### src/rtl/led_framebuf_if.sv
// Command port of the LED frame buffer: one byte-wide read-modify-write
// operation per accepted transfer (valid/ready handshake).
interface led_framebuf_if;
   logic       cmd_valid;
   logic       cmd_ready;
   logic [1:0] cmd_op;
   logic [4:0] cmd_addr;
   logic [7:0] cmd_data;

   modport master (
      output cmd_valid,
      output cmd_op,
      output cmd_addr,
      output cmd_data,
      input  cmd_ready
   );

   modport slave (
      input  cmd_valid,
      input  cmd_op,
      input  cmd_addr,
      input  cmd_data,
      output cmd_ready
   );
endinterface

### src/rtl/led_framebuf.sv
// Double-buffered 32-byte frame store for the MAX7219 chain driver.
// Commands edit the back buffer; a commit copies it whole into the front
// buffer (data), so the driver never sees a half-drawn image. A clear engine
// blanks the back buffer one byte per cycle, and commits that arrive while it
// runs are held back until the last byte has been blanked.
module led_framebuf #(
   parameter logic [255:0] INIT_PATTERN = 256'h0,
   parameter logic [7:0]   CLEAR_BYTE   = 8'h00
) (
   input  logic          clk,
   input  logic          rst_n,
   led_framebuf_if.slave cmd,
   input  logic          commit,
   input  logic          clear,
   output logic          busy,
   output logic          commit_ack,
   output logic [255:0]  data
);

   typedef enum logic {
      ST_IDLE,
      ST_CLEAR
   } state_t;

   state_t       state_q, state_next;
   logic [4:0]   ptr_q, ptr_next;
   logic         pending_q, pending_next;
   logic [255:0] back_q, back_next;
   logic         load_front;
   logic         ack_q;
   logic         cmd_fire;
   logic [7:0]   cmd_lsb;
   logic [7:0]   clr_lsb;
   logic [7:0]   cmd_old;
   logic [7:0]   cmd_new;

   // Byte i lives at bits [255-8i -: 8], so its lsb sits at 248-8i.
   assign cmd_lsb  = 8'd248 - {cmd.cmd_addr, 3'b000};
   assign clr_lsb  = 8'd248 - {ptr_q, 3'b000};

   assign busy          = (state_q == ST_CLEAR);
   assign cmd.cmd_ready = !busy;
   assign cmd_fire      = cmd.cmd_valid && cmd.cmd_ready;
   assign commit_ack    = ack_q;

   // Read-modify-write of the addressed back-buffer byte.
   always_comb begin
      cmd_old = back_q[cmd_lsb +: 8];
      cmd_new = cmd_old;
      case (cmd.cmd_op)
         2'b00:   cmd_new = cmd.cmd_data;
         2'b01:   cmd_new = cmd_old | cmd.cmd_data;
         2'b10:   cmd_new = cmd_old & ~cmd.cmd_data;
         default: cmd_new = cmd_old ^ cmd.cmd_data;
      endcase
   end

   // Next back buffer, clear sequencing and the decision to load the front.
   // A commit loads the next-state back buffer so a same-cycle command is
   // included; during a clear it is deferred to the final blanking cycle.
   always_comb begin
      state_next   = state_q;
      ptr_next     = ptr_q;
      pending_next = pending_q;
      back_next    = back_q;
      load_front   = 1'b0;
      case (state_q)
         ST_IDLE: begin
            if (cmd_fire) begin
               back_next[cmd_lsb +: 8] = cmd_new;
            end
            if (commit) begin
               load_front = 1'b1;
            end
            if (clear) begin
               state_next = ST_CLEAR;
               ptr_next   = 5'd0;
            end
         end
         ST_CLEAR: begin
            back_next[clr_lsb +: 8] = CLEAR_BYTE;
            ptr_next = ptr_q + 5'd1;
            if (commit) begin
               pending_next = 1'b1;
            end
            if (ptr_q == 5'd31) begin
               state_next   = ST_IDLE;
               load_front   = commit || pending_q;
               pending_next = 1'b0;
            end
         end
         default: begin
            state_next = ST_IDLE;
         end
      endcase
   end

   // Control state: FSM state, clear pointer and deferred-commit flag.
   always_ff @(posedge clk or negedge rst_n) begin
      if (!rst_n) begin
         state_q   <= ST_IDLE;
         ptr_q     <= 5'd0;
         pending_q <= 1'b0;
      end else begin
         state_q   <= state_next;
         ptr_q     <= ptr_next;
         pending_q <= pending_next;
      end
   end

   // Frame storage: back buffer always follows, front only on a load.
   always_ff @(posedge clk or negedge rst_n) begin
      if (!rst_n) begin
         back_q <= INIT_PATTERN;
         data   <= INIT_PATTERN;
         ack_q  <= 1'b0;
      end else begin
         back_q <= back_next;
         ack_q  <= load_front;
         if (load_front) begin
            data <= back_next;
         end
      end
   end

endmodule

### src/flat_wrapper.sv
// flat-port wrapper written by rule: the top's interface ports become plain ports
module led_framebuf_flat 
#(
   parameter logic [255:0] INIT_PATTERN = 256'h0,
   parameter logic [7:0]   CLEAR_BYTE   = 8'h00
)
  (clk, rst_n, commit, clear, busy, commit_ack, data, cmd_cmd_valid, cmd_cmd_op, cmd_cmd_addr, cmd_cmd_data, cmd_cmd_ready);
  led_framebuf_if cmd_i ();
  input  logic clk;
  input  logic rst_n;
  input  logic commit;
  input  logic clear;
  output logic busy;
  output logic commit_ack;
  output logic [255:0] data;
  input wire logic [$bits(cmd_i.cmd_valid)-1:0] cmd_cmd_valid;
  input wire logic [$bits(cmd_i.cmd_op)-1:0] cmd_cmd_op;
  input wire logic [$bits(cmd_i.cmd_addr)-1:0] cmd_cmd_addr;
  input wire logic [$bits(cmd_i.cmd_data)-1:0] cmd_cmd_data;
  output wire logic [$bits(cmd_i.cmd_ready)-1:0] cmd_cmd_ready;
  assign cmd_i.cmd_valid = cmd_cmd_valid;
  assign cmd_i.cmd_op = cmd_cmd_op;
  assign cmd_i.cmd_addr = cmd_cmd_addr;
  assign cmd_i.cmd_data = cmd_cmd_data;
  assign cmd_cmd_ready = cmd_i.cmd_ready;
  led_framebuf #(.INIT_PATTERN(INIT_PATTERN), .CLEAR_BYTE(CLEAR_BYTE)) u_core (.clk(clk), .rst_n(rst_n), .cmd(cmd_i), .commit(commit), .clear(clear), .busy(busy), .commit_ack(commit_ack), .data(data));
endmodule
### config.mk
export PLATFORM = sky130hd
export DESIGN_NAME = led_framebuf_flat
export DESIGN_NICKNAME = d
export VERILOG_FILES = /design/src/rtl/led_framebuf_if.sv /design/src/rtl/led_framebuf.sv /design/src/flat_wrapper.sv
export SDC_FILE = /design/constraint.sdc
export NUM_CORES = 1
export LEC_CHECK = 0
export CORE_UTILIZATION = 35
export DETAILED_ROUTE_END_ITERATION = 6
export PLACE_DENSITY = 0.52
export REMOVE_ABC_BUFFERS = 1
export SETUP_SLACK_MARGIN = 0.02
export SLEW_MARGIN = 25
export SYNTH_ARGS = -nofsm -noshare
export SYNTH_HDL_FRONTEND = slang
export SYNTH_SLANG_ARGS = --single-unit
### constraint.sdc
create_clock -name clk -period 6.7 [get_ports clk]
set_input_delay 2.01 -clock clk [delete_from_list [all_inputs] [get_ports clk]]
set_output_delay 2.01 -clock clk [all_outputs]
set_load 0.03 [all_outputs]
## Word level (Yosys, flattened, before mapping)

Index checks and enable logic that the tools add are counted.

- $add $sub $neg: 5
- $mul: 0
- Divide/modulo/power cells: 0
- Order comparisons: 0
- Equal/unequal tests: 4
- Shift-type cells: 5
- Multiplexer cells: 15
- Bitwise gates (word level): 5
- Reduce and logical (&&, ||, !) cells: 6

Operator list:

| cell | count |
|---|---|
| $bwmux W256 | 2 |
| $pmux W256 S2 | 1 |
| $shift A8 B10 Y256 const A | 2 |
| $mux W256 | 1 |
| $shiftx A256 B9 Y8 | 1 |
| $shiftx A8 B10 Y256 | 1 |
| $shiftx A8 B10 Y256 const A | 1 |
| $pmux W8 S3 | 1 |
| $neg A8 Y10 | 2 |
| $sub A8 B8 Y8 const A | 2 |
| $pmux W5 S2 | 1 |
| $and A8 B8 Y8 | 1 |
| $not A8 Y8 | 1 |
| $or A8 B8 Y8 | 1 |
| $xor A8 B8 Y8 | 1 |
| $mux W1 | 6 |
| $add A5 B1 Y5 const B | 1 |
| $eq A5 B5 Y1 const B | 1 |
| $mux W5 | 1 |
| $pmux W1 S2 | 2 |
| $eq A2 B1 Y1 const B | 1 |
| $eq A2 B2 Y1 const B | 1 |
| $logic_not A2 Y1 | 1 |
| $ne A2 B2 Y1 const B | 1 |
| other kinds (6) | 6 |

- Bits in registers: 520
- Latch bits: 0
- Bits in writable memories: 0
- ROM bits: 0
- Input bits: 20
- Output and inout port bits: 259
- Memories kept: 0

## Depth between registers and ports, before layout

- Depth after elaboration: 8
- Depth in mapped cells: 13
- Gate-level depth less buffers: 9

## Worst setup path before layout

No wires, ideal clock.

- Path type: input to register
- From: input cmd_cmd_addr[0]
- To: register u_core.data[161]
- Setup time: 0.132 ns
- Arrival: 5.009 ns
- Required time: 6.568 ns
- Path slack: 1.559 ns
- Stages on the path: 11
- Path buffers: 3
- Path through: buf_6 buf_6 buf_2 mux4_2 mux4_2 mux2i_1 ha_1 mux4_2 nand2b_1 mux2i_1 o31ai_1

- Longest elaborated chain between the ends: 8
- Elaborated cells between the ends (all ways): 12
- Those cells by class: 2 x add/sub; 3 x shift; 4 x mux; 3 x bitwise

RTL lines:

| item | RTL line | text |
|---|---|---|
| start: declaration | flat_wrapper.sv:18 | `input wire logic [$bits(cmd_i.cmd_addr)-1:0] cmd_cmd_addr;` |
| $sub A8 B8 Y8 * | led_framebuf.sv:38 | `assign cmd_lsb = 8'd248 - {cmd.cmd_addr, 3'b000};` |
| $shiftx A256 B9 Y8 | led_framebuf.sv:48 | `cmd_old = back_q[cmd_lsb +: 8];` |
| $xor A8 B8 Y8, or another cell as far along | led_framebuf.sv:54 | `default: cmd_new = cmd_old ^ cmd.cmd_data;` |
| $pmux W8 S3 | led_framebuf.sv:50 | `case (cmd.cmd_op)` |
| $shiftx A8 B10 Y256 | led_framebuf.sv:70 | `back_next[cmd_lsb +: 8] = cmd_new;` |
| $bwmux W256 * | led_framebuf.sv:70 |  |
| $mux W256 * | led_framebuf.sv:69 | `if (cmd_fire) begin` |
| $pmux W256 S2 * | led_framebuf.sv:67 | `case (state_q)` |
| end signal: assignment | led_framebuf.sv:121 | `data <= back_next;` |
| end: declaration | led_framebuf.sv:17 | `output logic [255:0] data` |

Mark *: on every way between the ends. The rest lies on a longest branch, timed or not.
A chain may end at the register's enable or synchronous reset.

## Final worst setup path

- From: input cmd_cmd_addr[0]
- To: register u_core.data[67]

The elaborated chain is that of the path after synthesis.

==> metrics <==
most frequent cell on the critical path=mux4_2; synthesized flop and latch total=520; initial DRC count=2165; CTS Hold Bufs=0; row cnt=96; area grow syn2layout=24.3%; I/O Pins=279; kind of cell adding the most delay to the critical path=multiplexers; CTS clk-pin slew, worst paths=0.06 ns; pin count of the biggest net entering global routing=131; Longest Clk Path Bufs=3; Max Clock Skew=0.0231 ns; status=finished, final reports clean; Finished Layout Cells=3344; Avg Inst Size Synth=11.5 µm²; WS Path Type=input pin to flop; WP buf/inv=2; vias in the first global route=18960; GR Util All Layers=0.276; die area=70600 µm²; Final Hold Fails=0; slowest CP cell=mux4_2; first-pass GRT wire length=141 mm; DP Cell Count=3239; cts bufs inserted=57; nets@finish=2413; post-DR vias/cell=5.72; CP required=7.17 ns; top cell type's share of synthesized area=0.535; WL per Instance=29.2 µm; worst min path class=flop to flop; fmax=175 MHz; routed wire length=97.6 mm; Final Instance Area=30300 µm²; core area=68700 µm²; Crit Path Max Fanout=30; DRC=0; largest cells by area after synthesis=dfrtp_1, mux4_2, mux2i_1; GRT Residual Overflow=0; crit path DAT=6.17 ns; dpl hpwl=70.9 mm; Final setup viols=0; Unique masters post-synth=60; max_cap viols=0; router iterations before antenna repair=7; ys async rst share=1.00; Port Buffers=278; Synth warnings=0; minimum clock period=5.70 ns; Initial Utilization=0.354; total power=13.9 mW; Die Width=266 µm; TritonCTS clock tree=built; Startpoint Class=input pin; detailed-route via count=19115; Final Util=0.440; initial antenna violation count=8; hold slack=0.478 ns; Worst slew margin=0.334; Root Buffer=clkbuf_16; leading area contributor after synthesis=dfrtp_1; Critical Path, Cell by Cell=buf_4 -> buf_4 -> mux4_2 -> mux4_2 -> mux2i_1 -> ha_1 -> mux4_2 -> nand2b_1 -> mux2i_1 -> o21ai_0; post-CTS setup buffer count=0; top cells by count, synth=dfrtp_1, nand2_1, mux2i_1, nor2_1, nand3_1; Filler cells=6472; chip height=266 µm; Post-DRT Antenna Nets=0; post-route clock period utilization=0.850; # resized after CTS=0; clk_lat worst skew=0.62 ns; RSZ-0062 raised after global routing=false; worst-case vdd ir drop=380 µV; count of pins over their slew limit=0; routability cong.=0.984; layout cell share with drive strength beyond 1=0.195; Post-synth top flop=dfrtp_1; Clock Sinks=520; most frequent cell after synthesis=dfrtp_1; LEAKAGE=13.6 nW; Mapped Cells=2112; Pwr Density=458 nW/µm²; slew of the pin with the lowest slew margin=0.996 ns; sequential area share after synthesis=0.535; Largest stage delay, worst path=0.62 ns; Post-synth EDFFs=0; Placement Cell Area=28300 µm²; Netlist Area Pre-Place=24300 µm²; H-tree depth=2; Crit. End Element=flop
==> path summary, 6_finish.rpt <==
path | from | cells past startpoint | slack (ns) | end
worst max-delay path | cmd_cmd_addr[0] | 10 | 1.00 | u_core.data[67]
worst min-delay path | u_core.data[100] | 2 | 0.48 | u_core.data[100]
worst max register to register | u_core.back_q[39] | 8 | 2.74 | u_core.data[135]
worst min register to register | u_core.data[100] | 2 | 0.48 | u_core.data[100]
max in group asynchronous | rst_n | 3 | 4.03 | u_core.back_q[155]
min in group asynchronous | rst_n | 1 | 1.25 | u_core.back_q[167]
==> worst reg2reg max path, cell delays in order (launching register included) <==
cell	delay (ns)
dfrtp_1	0.51
mux4_2	0.58
mux2i_1	0.47
mux4_2	0.36
ha_1	0.23
mux4_2	0.67
nand2b_1	0.43
mux2i_1	0.39
o21ai_0	0.17
==> layout by cell type (no fill, tap or decap), drive strengths merged, types with 41 or more instances in the layout <==
| cell type | instances |
|---|---|
| o21ai | 119 |
| inv | 52 |
| buf | 58 |
| clkdlybuf4s50 | 274 |
| nand3 | 140 |
| mux2i | 172 |
| nor2 | 163 |
| a31oi | 96 |
| o31ai | 41 |
| or2 | 101 |
| mux2 | 96 |
| mux4 | 84 |
| dfrtp | 520 |
| clkbuf | 85 |
| a21oi | 54 |
| nand2 | 195 |
==> layer usage <==
layer | share of wire | up-vias | routed length, µm | global-route usage
li1 | - | 8104 | - | -
met1 | 0.42 | 9908 | 41100 | 0.381
met2 | 0.45 | 910 | 43600 | 0.418
met3 | 0.080 | 187 | 7850 | 0.0556
met4 | 0.051 | 6 | 4960 | 0.126
met5 | 0.00037 | - | 36 | 0
==> registers in the layout, summed over array words and instances, names as in the netlist <==
| name | flops |
|---|---|
| u_core.commit_ack | 1 |
| u_core.busy | 1 |
| u_core.pending_q | 1 |
| u_core.ptr_q | 5 |
| u_core.data | 256 |
| u_core.back_q | 256 |
==> logic make-up after synthesis <==
group                    share of synthesized area
AND/OR/NAND/NOR                              0.126
flip-flops                                   0.535
AO/OA/AOI/OAI                               0.0993
multiplexers                                 0.193
buffers and inverters                       0.0315
adder cells (fa/ha/maj)                     0.0129
XOR/XNOR                                   0.00283
==> area by class of cell <==
class,count,area [µm²],share of cell area
Clock inverter,18,203,0.00670
Tap cell,931,1160,0.0385
Inverter,50,195,0.00645
Multi-Input combinational cell,1407,10700,0.353
Timing Repair Buffer,332,3290,0.109
Clock buffer,85,1710,0.0567
Antenna cell,1,2.50,0.0000827
Sequential cell,520,13000,0.430
==> per-stage QoR <==
| step | setup slack, ns | TNS [ns] |
|---|---|---|
| final | 1.00 | 0 |
| after global routing | 0.853 | 0 |
| after CTS | 1.03 | 0 |
| after detailed placement | 0.363 | 0 |
| after global placement | 0.376 | 0 |
| after floorplan | -3.19 | -587.08 |
==> power breakdown <==
part | switching (mW) | total, mW | internal (mW)
logic | 3.65 | 5.84 | 2.19
registers | 0.743 | 4.79 | 4.05
clock network | 1.32 | 3.24 | 1.91
Note: power is estimated with default switching activity, not from simulation.
